===== config.mk =====
export PLATFORM = sky130hd
export DESIGN_NAME = pep_ks_ctrl_read_sched
export DESIGN_NICKNAME = d
export VERILOG_FILES = /design/src/rtl/pep_ks_common_param_pkg.sv /design/src/rtl/pep_ks_ctrl_read_dly.sv /design/src/rtl/pep_ks_ctrl_read_sched.sv
export SDC_FILE = /design/constraint.sdc
export NUM_CORES = 1
export LEC_CHECK = 0
export BUFFER_PORTS_ARGS = -buffer_cell sky130_fd_sc_hd__buf_2
export CAP_MARGIN = 20
export CORE_MARGIN = 2
export CORE_UTILIZATION = 25
export DETAILED_ROUTE_END_ITERATION = 12
export RECOVER_POWER = 100
export SYNTH_ARGS = -nofsm -noshare
export SYNTH_HDL_FRONTEND = slang
export SYNTH_SLANG_ARGS = --single-unit

===== constraint.sdc =====
create_clock -name clk -period 4.7 [get_ports clk]
set_clock_uncertainty 0.2 [all_clocks]
set_input_delay 0.705 -clock clk [delete_from_list [all_inputs] [get_ports clk]]
set_output_delay 0.705 -clock clk [all_outputs]
set_load 0.05 [all_outputs]

===== src/rtl/pep_ks_common_param_pkg.sv =====
// pep_ks_common_param_pkg: key-switch geometry shared by the BLRAM read scheduler
// and the chain pipes that follow it.
package pep_ks_common_param_pkg;
    localparam int BLWE_K = 10;
    localparam int LBY = 4;
    localparam int Y_NB = (BLWE_K + LBY - 1) / LBY;
    localparam int BLWE_RAM_DEPTH_DEF = Y_NB * 8 * 4;
    localparam int SLOT_NB = BLWE_RAM_DEPTH_DEF / Y_NB;
    localparam int SLOT_W = $clog2(SLOT_NB);

    typedef struct packed {
        logic [SLOT_W-1:0] slot;
        logic              side;
    } ks_rd_cmd_t;
endpackage


===== src/rtl/pep_ks_ctrl_read_dly.sv =====
// pep_ks_ctrl_read_dly: fixed-depth valid+payload shift register; only valids are reset,
// so payload bits cost no reset routing.
module pep_ks_ctrl_read_dly #(
    parameter int DEPTH = 3,
    parameter int WIDTH = 2
) (
    input  logic             clk,
    input  logic             s_rst_n,
    input  logic             in_vld,
    input  logic [WIDTH-1:0] in_data,
    output logic             out_vld,
    output logic [WIDTH-1:0] out_data,
    output logic             busy
);
    logic [DEPTH-1:0]            vld;
    logic [DEPTH-1:0][WIDTH-1:0] data;

    always_ff @(posedge clk or negedge s_rst_n) begin
        if (!s_rst_n) begin
            vld <= '0;
        end else begin
            vld[0] <= in_vld;
            for (int i = 1; i < DEPTH; i++) vld[i] <= vld[i-1];
        end
    end

    always_ff @(posedge clk) begin
        data[0] <= in_data;
        for (int i = 1; i < DEPTH; i++) data[i] <= data[i-1];
    end

    assign out_vld  = vld[DEPTH-1];
    assign out_data = data[DEPTH-1];
    assign busy     = |vld;
endmodule


===== src/rtl/pep_ks_ctrl_read_sched.sv =====
// pep_ks_ctrl_read_sched: issues one spaced, credit-throttled BLRAM read per y-line of a
// BLWE slot and emits the matching data-valid stream aligned to the read latency.
module pep_ks_ctrl_read_sched
    import pep_ks_common_param_pkg::*;
#(
    parameter int BLWE_RAM_DEPTH = Y_NB * 8 * 4,
    parameter int RAM_LATENCY    = 2,
    parameter int SIDE_W         = 1,
    parameter int CREDIT_NB      = 4,
    parameter int KS_LG_NB       = 3,
    localparam int RD_SLOT_W      = $clog2(BLWE_RAM_DEPTH / Y_NB),
    localparam int BLWE_RAM_ADD_W = $clog2(BLWE_RAM_DEPTH)
) (
    input  logic                      clk,
    input  logic                      s_rst_n,
    input  logic                      cmd_vld,
    output logic                      cmd_rdy,
    input  logic [RD_SLOT_W-1:0]      cmd_slot,
    input  logic [SIDE_W-1:0]         cmd_side,
    output logic                      seq_avail,
    output logic [BLWE_RAM_ADD_W-1:0] seq_add,
    output logic                      seq_data_avail,
    output logic                      seq_data_last_y,
    output logic [SIDE_W-1:0]         seq_data_side,
    input  logic                      credit_inc,
    output logic                      cmd_done,
    output logic                      busy
);
    localparam int Y_W   = Y_NB > 1 ? $clog2(Y_NB) : 1;
    localparam int SPC_W = KS_LG_NB > 1 ? $clog2(KS_LG_NB) : 1;
    localparam int CR_W  = $clog2(CREDIT_NB + 1);

    typedef enum logic {IDLE, RUN} state_t;

    state_t              state, state_n;
    logic [RD_SLOT_W-1:0] slot;
    logic [SIDE_W-1:0]   side;
    logic [Y_W-1:0]      y;
    logic [SPC_W-1:0]    spc;
    logic [CR_W-1:0]     credit;
    logic [SIDE_W:0]     dly_out;
    logic                hs, issue, last_y, over, dly_busy;

    assign cmd_rdy   = state == IDLE;
    assign hs        = cmd_rdy && cmd_vld;
    assign issue     = state == RUN && spc == '0 && credit != '0;
    assign last_y    = y == Y_W'(Y_NB - 1);
    assign over      = credit_inc && !issue && credit == CR_W'(CREDIT_NB);
    assign seq_avail = issue;
    assign seq_add   = BLWE_RAM_ADD_W'(32'(slot) * 32'(Y_NB) + 32'(y));

    always_comb begin
        state_n = state;
        if (hs) state_n = RUN;
        else if (issue && last_y) state_n = IDLE;
    end

    // spacing keeps counting down across command boundaries
    always_ff @(posedge clk or negedge s_rst_n) begin
        if (!s_rst_n) begin
            state  <= IDLE;
            spc    <= '0;
            credit <= CR_W'(CREDIT_NB);
        end else begin
            state  <= state_n;
            spc    <= issue ? SPC_W'(KS_LG_NB - 1) : spc - SPC_W'(spc != '0);
            credit <= credit + CR_W'(credit_inc && !over) - CR_W'(issue);
            assert (!over) else $fatal(1, "credit_inc returned with credit already full");
        end
    end

    always_ff @(posedge clk) begin
        if (hs) begin
            slot <= cmd_slot;
            side <= cmd_side;
        end
        y <= hs ? '0 : y + Y_W'(issue);
    end

    pep_ks_ctrl_read_dly #(
        .DEPTH(RAM_LATENCY + 1),
        .WIDTH(SIDE_W + 1)
    ) u_dly (
        .clk      (clk),
        .s_rst_n  (s_rst_n),
        .in_vld   (issue),
        .in_data  ({last_y, side}),
        .out_vld  (seq_data_avail),
        .out_data (dly_out),
        .busy     (dly_busy)
    );

    assign seq_data_last_y = dly_out[SIDE_W];
    assign seq_data_side   = dly_out[SIDE_W-1:0];
    assign cmd_done        = seq_data_avail && seq_data_last_y;
    assign busy            = state != IDLE || dly_busy;
endmodule


==> results.sh, run 1 <==
export IMPL_run_status="complete, no violations"
export IMPL_core_area_um2=3740
export IMPL_clk_pin_slew_worst_paths_ns=0.08
export IMPL_drive_above_1_share=0.150
export IMPL_synth_edff_count=6
export IMPL_timing_max_cap_violations=0
export IMPL_timing_fmax_ghz=0.271
export IMPL_worst_r2r_setup_slack_ns=2.19
export IMPL_yosys_cell_types_count=23
export IMPL_synthesis_area_per_instance_um2=13.7
export IMPL_synthesized_cell_area_um2=998
export IMPL_count_of_vias_placed_by_the_detailed_router=596
export IMPL_slowest_stage="clkbuf_1"
export IMPL_wire_length_of_the_first_global_routing_pass_um=2680
export IMPL_tritoncts="done"
export IMPL_place_worst_setup_slack_ns=1.50
export IMPL_synth_net_count=98
export IMPL_tightest_pin_transition_ns=0.605
export IMPL_crit_type="reg -> out"
export IMPL_grt_util_all_layers=0.0852
export IMPL_cts_buffers=3
export IMPL_synthesized_netlist_cell_count=73
export IMPL_setup_worst_path_start_class="flip-flop"
export IMPL_cp_required_ns=3.80
export IMPL_place_hpwl_um=1270
export IMPL_slew_headroom=0.598
export IMPL_class_of_the_worst_hold_path="reg -> reg"
export IMPL_net_count_final=126
export IMPL_port_buffers=23
export IMPL_flop_and_latch_count_out_of_synthesis=23
export IMPL_via_count_of_the_first_global_routing_pass=625
export IMPL_io_pins=24
export IMPL_cts_htree_levels=1
export IMPL_worst_slack_ns=1.01
export IMPL_dpl_cell_area_um2=1170
export IMPL_fin_setup_tns_ns=0
export IMPL_unrepaired_setup_endpoints_after_global_routing="no"
export IMPL_remaining_drc_errors=0
export IMPL_fin_area_um2=1190
export IMPL_worst_hold_path_endpoint="u_dly.out_data[0]"
export IMPL_insertedDiodeCount=0
export IMPL_hold_viol_final=0
export IMPL_synth_yosys_seq_area_share=0.568
export IMPL_timing_hold_worst_path_depth=0
export IMPL_drtIter0Drc=6
export IMPL_synth_flop_cell="dfxtp_1"
export IMPL_synthToLayoutAreaGrowth_pct=19.7
export IMPL_mostFrequentLayoutCell="clkbuf_1"
export IMPL_overflow=0
export IMPL_cts_root_buffer="clkbuf_8"
export IMPL_critical_path_top_cell_by_count="fa_1"
export IMPL_cts_num_sinks=23
export IMPL_die_width_um=67.2
export IMPL_std_cell_rows=22
export IMPL_maxSlewViolCount=0
export IMPL_floorplan_initialDensity=0.267
export IMPL_cts_repair_timing_setup_buffer_count=0
export IMPL_synth_warn=0
export IMPL_hold_path_startpoint="u_dly.data[2]"
export IMPL_grt_max_degree=14
export IMPL_cts_max_path_buffers=2
export IMPL_drt_pass1_iter_count=3
export IMPL_post_drt_wl_per_cell_um=10.9
export IMPL_design_die_area_um2=4520
export IMPL_antenna_left=0
export IMPL_clock_insertion_delay_worst_skew_ns=0.27
export IMPL_reg_to_reg_startpoint="state"
export IMPL_final_routed_wirelength_um=1620
export IMPL_rr_worst_depth=9
export IMPL_gpl_final_weighted_congestion=0.689
export IMPL_holdBufCountCts=0
export IMPL_average_vias_per_placed_instance=4.03
export IMPL_critical_path_max_fanout=2
export IMPL_async_flop_share=0.391
export IMPL_layout_cells_most_common_list="clkbuf_1, ha_1, dfrtp_1, buf_2, dfxtp_1"
export IMPL_critical_path_max_stage_delay_ns=0.48
export IMPL_initial_antenna_violation_count=0
export IMPL_setup_worst_path_end_class="output pin"
export IMPL_postCtsResizedCells=0
export IMPL_post_route_min_period_ns=3.69
export IMPL_min_period_over_period=0.784
export IMPL_cp_arrival_ns=2.78
export IMPL_setup_violations_final=0
export IMPL_utilization=0.319
export IMPL_worst_r2r_endpoint="credit[2]"
export IMPL_path_cells="fa_1 > ha_1 > fa_1 > a21o_1 > a21oi_1 > xnor2_1 > clkbuf_1"
export IMPL_die_height_um=67.2
per-layer routing:
metal	vias up	routed length, um	part of all wire	global-route usage
met4	0	53	0.033	0.0612
met3	5	90	0.056	0.0250
met5	-	0	0	0
li1	299	-	-	-
met2	12	855	0.53	0.145
met1	280	620	0.38	0.0895
cell usage after synthesis (2+ instances only):
cell / number / area, um^2
ha_1: 12 / 150
dfrtp_1: 8 / 200
dfxtp_1: 8 / 160
edfxtp_1: 6 / 180
inv_1: 6 / 22.5
nor2_1: 5 / 18.8
xnor2_1: 5 / 43.8
a21oi_1: 3 / 15.0
fa_1: 3 / 60.1
nor2b_1: 3 / 18.8
a21o_1: 2 / 15.0
flip-flops by register name, summed over array words and instances (netlist names):
register	cells
slot	5
u_dly.data	4
credit	3
u_dly.vld	3
spc	2
u_dly.out_data	2
y	2
side	1
state	1
worst max path at each step:
stage	slack (ns)	end	start
floorplan	1.50	seq_add[5]	slot[0]
global placement	1.54	seq_add[5]	slot[0]
detailed placement	1.50	seq_add[5]	slot[0]
CTS	1.20	seq_add[5]	slot[0]
global route	0.87	seq_add[5]	slot[0]
finish	1.01	seq_add[5]	slot[0]
layout make-up:
type | count | area, um^2
flip-flops and latches | 23 | 567
multi-input cells | 44 | 403
well taps | 48 | 60.1
inverters | 6 | 22.5
clock buffers | 3 | 41.3
fillers | 398 | 2550
clock inverters | 1 | 5.00
repair buffers | 23 | 96.3
stage by stage:
stage          hold slack [ns]  instances
3_5_place_dp             0.115        144
3_3_place_gp             0.112        144
2_1_floorplan            0.110         73
4_1_cts                 0.0731        148
6_report                 0.121        148
5_1_grt                  0.134        148
critical path: cells and delay by family (launching register included):
kind,cells,cell delay [ns]
flip-flops,1,0.42
XOR/XNOR,1,0.14
adder cells (fa/ha/maj),3,1.11
buffers and inverters,1,0.48
AO/OA/AOI/OAI,2,0.37
logic make-up after synthesis:
kind of cell | after synthesis | synth area share
compound gates | 10 | 0.0702
flops | 23 | 0.568
simple gates | 13 | 0.0764
buf+inv | 6 | 0.0226
fa+ha+maj | 15 | 0.211
xor+xnor | 6 | 0.0526
Power of run 1 is left out: the tool's default activity adds up to more than one toggle a clock period on the data nets, which glitch-free logic cannot reach.
==> run 2: changes to the inputs <==
==> constraint.sdc (replaced) <==
create_clock -name clk -period 3 [get_ports clk]
set_clock_uncertainty 0.2 [all_clocks]
set_input_delay 0.45 -clock clk [delete_from_list [all_inputs] [get_ports clk]]
set_output_delay 0.45 -clock clk [all_outputs]
set_load 0.05 [all_outputs]
==> run 2 against run 1 <==
The run now ends with setup timing left. Routed wire length increased by 2.2%. Register-to-register slack got worse by 1.7 ns. Hold slack improved by 0.0029 ns. Non-clock buffer count increased by 4. Critical path depth unchanged. Global-route usage increased by 0.24 points. Sequential share of layout area decreased by 2.1 points. Final cell count increased by 2.7%. Die area unchanged. Via count increased by 3.2%. Highest routed layer unchanged.
==> results.sh, run 2 (synthesized netlist as in run 1, its figures left out) <==
export IMPL_insertedDiodeCount=0
export IMPL_largest_registers="slot x5, u_dly.data x4"
export IMPL_layout_cells_most_common_list="ha_1, clkbuf_1, buf_2"
export IMPL_setup_worst_path_start_class="flip-flop"
export IMPL_die_width_um=67.2
export IMPL_mostFrequentLayoutCell="ha_1"
export IMPL_setup_violations_final=1
export IMPL_std_cell_rows=22
export IMPL_grt_max_degree=14
export IMPL_design_die_area_um2=4520
export IMPL_min_period_over_period=1.01
export IMPL_largest_reg_flops=5
export IMPL_net_count_final=130
export IMPL_wire_length_of_the_first_global_routing_pass_um=2770
export IMPL_average_vias_per_placed_instance=4.05
export IMPL_timing_max_cap_violations=0
export IMPL_synthToLayoutAreaGrowth_pct=25.2
export IMPL_via_count_of_the_first_global_routing_pass=644
export IMPL_multi_input_comb_area_um2=412
export IMPL_floorplan_initialDensity=0.267
export IMPL_rr_worst_depth=9
export IMPL_cp_arrival_ns=2.39
export IMPL_worst_r2r_endpoint="credit[2]"
export IMPL_tritoncts="done"
export IMPL_drive_above_1_share=0.250
export IMPL_run_status="finished with violations"
export IMPL_port_buffers=23
export IMPL_finalHoldWorstSlack_ns=0.124
export IMPL_timing_hold_worst_path_depth=0
export IMPL_cts_num_sinks=23
export IMPL_overflow=0
export IMPL_io_pins=24
export IMPL_count_of_vias_placed_by_the_detailed_router=615
export IMPL_maxSlewViolCount=0
export IMPL_drt_pass1_iter_count=3
export IMPL_initial_antenna_violation_count=0
export IMPL_cts_root_buffer="clkbuf_8"
export IMPL_critical_path_max_fanout=2
export IMPL_class_of_the_worst_hold_path="reg -> reg"
export IMPL_final_routed_wirelength_um=1660
export IMPL_grt_util_all_layers=0.0876
export IMPL_fin_setup_tns_ns=-0.0393
export IMPL_tightest_pin_transition_ns=0.593
export IMPL_cts_max_path_buffers=2
export IMPL_core_area_um2=3740
export IMPL_reg_to_reg_startpoint="state"
export IMPL_clk_pin_slew_worst_paths_ns=0.08
export IMPL_filler_cell_count=394
export IMPL_remaining_drc_errors=0
export IMPL_drtIter0Drc=5
export IMPL_seqCellArea_um2=567
export IMPL_max_flop_register="slot"
export IMPL_antenna_left=0
export IMPL_clock_insertion_delay_worst_skew_ns=0.26
export IMPL_worst_slack_ns=-0.0393
export IMPL_cts_htree_levels=1
export IMPL_fin_area_um2=1250
export IMPL_hold_viol_final=0
export IMPL_unrepaired_setup_endpoints_after_global_routing="yes"
export IMPL_place_hpwl_um=1270
export IMPL_cp_required_ns=2.35
export IMPL_worst_hold_path_endpoint="u_dly.out_data[0]"
export IMPL_die_height_um=67.2
export IMPL_post_route_min_period_ns=3.04
export IMPL_crit_type="reg -> out"
export IMPL_place_worst_setup_slack_ns=0.0522
export IMPL_worst_r2r_setup_slack_ns=0.50
export IMPL_cts_buffers=3
export IMPL_failing_checks="setup timing"
export IMPL_post_drt_wl_per_cell_um=10.9
export IMPL_timing_fmax_ghz=0.329
export IMPL_slew_headroom=0.606
export IMPL_gpl_final_weighted_congestion=0.689
export IMPL_setup_worst_path_end_class="output pin"
export IMPL_hold_path_startpoint="u_dly.data[2]"
export IMPL_dpl_cell_area_um2=1170
[run 2: cell count changes in the layout (fill, tap and decap cells not counted), sizes merged]
cell         delta
dlygate4sd3     +1
buf             +7
clkbuf          -4
[run 2: cell type report]
type,count,share of cell area
flip-flops and latches,23,0.453
multi-input cells,44,0.329
repair buffers,27,0.114
well taps,48,0.0480
clock buffers,3,0.0330
inverters,6,0.0180
clock inverters,1,0.00400
[run 2: critical path, cell delays in order, from the launching register on]
cell	delay (ns)
edfxtp_1	0.42
fa_1	0.49
ha_2	0.20
fa_2	0.36
a21o_1	0.18
a21oi_2	0.13
xnor2_1	0.13
buf_4	0.22
[run 2: how the worst max path moves through the flow]
stage / startpoint / to / slack, ns / cells past startpoint
final: slot[0] / seq_add[5] / -0.04 / 7
after global routing: slot[0] / seq_add[5] / -0.17 / 7
after CTS: slot[1] / seq_add[5] / -0.02 / 7
after detailed placement: slot[0] / seq_add[5] / 0.05 / 7
after global placement: slot[0] / seq_add[5] / 0.1 / 7
after floorplan: slot[0] / seq_add[5] / 0.06 / 6
[run 2: repair_timing]
item | 4_1_cts | 5_1_grt
setup endpoints to repair | 1 | 4
hold endpoints to repair | 8 | 0
hold buffers | 1 | 0
pin swaps | 6 | 1
gates resized for setup | 4 | 4
buffers inserted | 3 | 0
[run 2: metrics by stage]
step                utilization  instances
CTS                       0.338        152
finish                    0.334        152
global placement          0.314        144
floorplan                     -         73
detailed placement        0.314        144
global route              0.334        152
[run 2: per-layer routing]
metal,share of wire,track usage,wire length (um)
met1,0.38,0.0904,631
met2,0.53,0.152,882
met3,0.054,0.0250,89
met4,0.032,0.0612,53
met5,0,0,0
Power of run 2 is left out for the same reason.
==> run 3: changes to the inputs <==
--- a/config.mk
+++ b/config.mk
@@ -11,6 +11,7 @@
 export CORE_UTILIZATION = 25
 export DETAILED_ROUTE_END_ITERATION = 12
 export RECOVER_POWER = 100
+export SKIP_CTS_REPAIR_TIMING = 1
 export SYNTH_ARGS = -nofsm -noshare
 export SYNTH_HDL_FRONTEND = slang
 export SYNTH_SLANG_ARGS = --single-unit
==> run 3 against run 2 <==
The flow still finishes with violations (setup timing). Die area did not move. Final cell count is the same. Critical path type unchanged. Core utilization grew 0.27 points. Count of clock-buffer cells in the layout stayed put. Via count fell by 0.81%. Flip-flop and latch count unchanged. First-iteration DRC count up 20%. Routed wire length is essentially flat. Hold slack better by 0.0015 ns. Final area increased by 0.80%. Critical endpoint unchanged.
==> results.sh, run 3 (synthesized netlist as in run 1, its figures left out) <==
export IMPL_seqCellArea_um2=567
export IMPL_filler_cell_count=393
export IMPL_average_vias_per_placed_instance=4.01
export IMPL_wire_length_of_the_first_global_routing_pass_um=2680
export IMPL_failing_checks="setup timing"
export IMPL_initial_antenna_violation_count=0
export IMPL_die_width_um=67.2
export IMPL_cts_num_sinks=23
export IMPL_utilization=0.337
export IMPL_max_flop_register="slot"
export IMPL_antenna_left=0
export IMPL_largest_registers="slot x5, u_dly.data x4"
export IMPL_slowest_stage="fa_1"
export IMPL_critical_path_max_fanout=2
export IMPL_min_period_over_period=1.00
export IMPL_timing_max_cap_violations=0
export IMPL_unrepaired_setup_endpoints_after_global_routing="yes"
export IMPL_maxSlewViolCount=0
export IMPL_gpl_final_weighted_congestion=0.689
export IMPL_crit_type="reg -> out"
export IMPL_path_cells="fa_1 > ha_2 > fa_2 > a21o_1 > a21oi_2 > xnor2_1 > buf_4"
export IMPL_multi_input_comb_area_um2=424
export IMPL_grt_util_all_layers=0.0852
export IMPL_worstPathBufferInverterCount=1
export IMPL_post_route_min_period_ns=3.01
export IMPL_setup_worst_path_start_class="flip-flop"
export IMPL_cp_required_ns=2.35
export IMPL_synthToLayoutAreaGrowth_pct=26.2
export IMPL_class_of_the_worst_hold_path="reg -> reg"
export IMPL_net_count_final=130
export IMPL_design_die_area_um2=4520
export IMPL_std_cell_rows=22
export IMPL_clk_pin_slew_worst_paths_ns=0.08
export IMPL_cts_htree_levels=1
export IMPL_place_hpwl_um=1270
export IMPL_critical_path_max_stage_delay_ns=0.47
export IMPL_slew_headroom=0.606
export IMPL_via_count_of_the_first_global_routing_pass=625
export IMPL_cp_arrival_ns=2.36
export IMPL_grt_max_degree=14
export IMPL_tritoncts="done"
export IMPL_drt_pass1_iter_count=3
export IMPL_crit_family="adder cells"
export IMPL_port_buffers=23
export IMPL_io_pins=24
export IMPL_core_area_um2=3740
export IMPL_worst_slack_ns=-0.00764
export IMPL_floorplan_initialDensity=0.267
export IMPL_setup_violations_final=1
export IMPL_layout_cells_most_common_list="ha_1, clkbuf_1, buf_2"
export IMPL_timing_fmax_ghz=0.332
export IMPL_cts_max_path_buffers=2
export IMPL_finalHoldWorstSlack_ns=0.126
export IMPL_cts_root_buffer="clkbuf_8"
export IMPL_insertedDiodeCount=0
export IMPL_hold_viol_final=0
export IMPL_largest_reg_flops=5
export IMPL_die_height_um=67.2
export IMPL_drtIter0Drc=6
export IMPL_run_status="finished with violations"
export IMPL_setup_worst_path_end_class="output pin"
export IMPL_post_drt_wl_per_cell_um=10.9
export IMPL_cts_buffers=3
export IMPL_drive_above_1_share=0.260
export IMPL_count_of_vias_placed_by_the_detailed_router=610
export IMPL_remaining_drc_errors=0
export IMPL_overflow=0
export IMPL_clock_insertion_delay_worst_skew_ns=0.26
export IMPL_tightest_pin_transition_ns=0.593
export IMPL_final_routed_wirelength_um=1660
==> run 3: path summary, 6_finish.rpt <==
kind / from / endpoint / slack [ns] / cells past startpoint
max: slot[1] / seq_add[5] / -0.008 / 7
min: u_dly.data[2] / u_dly.out_data[0] / 0.13 / 0
max reg2reg: state / credit[2] / 0.50 / 9
min reg2reg: u_dly.data[2] / u_dly.out_data[0] / 0.13 / 0
max in group asynchronous: s_rst_n / credit[2] / 1.81 / 2
min in group asynchronous: s_rst_n / credit[1] / 0.45 / 2
==> run 3: per-layer routing <==
| metal | GRT usage | routed length [um] | vias to the layer above |
|---|---|---|---|
| li1 | - | - | 309 |
| met5 | 0 | 0 | - |
| met1 | 0.0895 | 628 | 286 |
| met4 | 0.0612 | 38 | 0 |
| met2 | 0.145 | 900 | 11 |
| met3 | 0.0250 | 87 | 4 |
==> run 3: area by class of cell <==
class,count,area share
clock buffers,3,0.0328
clock inverters,1,0.00397
inverters,6,0.0179
multi-input cells,44,0.337
flip-flops and latches,23,0.450
well taps,48,0.0477
repair buffers,27,0.111
==> run 3: worst register-to-register path, delay by kind of cell (launching register included) <==
kind	cells	cell delay (ns)
buffers and inverters	2	0.11
adders and majority gates	3	0.78
DFF	1	0.41
xor gates and xnor gates	2	0.35
AOI/OAI and AO/OA	1	0.29
and+or+nand+nor	1	0.31
==> run 3: per-stage QoR <==
| stage | setup TNS, ns | area, um^2 | setup WS, ns | cells |
|---|---|---|---|---|
| after floorplan | 0 | 998 | 0.0593 | 73 |
| after global placement | 0 | 1170 | 0.0994 | 144 |
| after detailed placement | 0 | 1170 | 0.0522 | 144 |
| after CTS | -0.242 | 1220 | -0.242 | 148 |
| after global routing | -0.133 | 1260 | -0.129 | 152 |
| final | -0.00764 | 1260 | -0.00764 | 152 |
Power of run 3 is left out for the same reason.
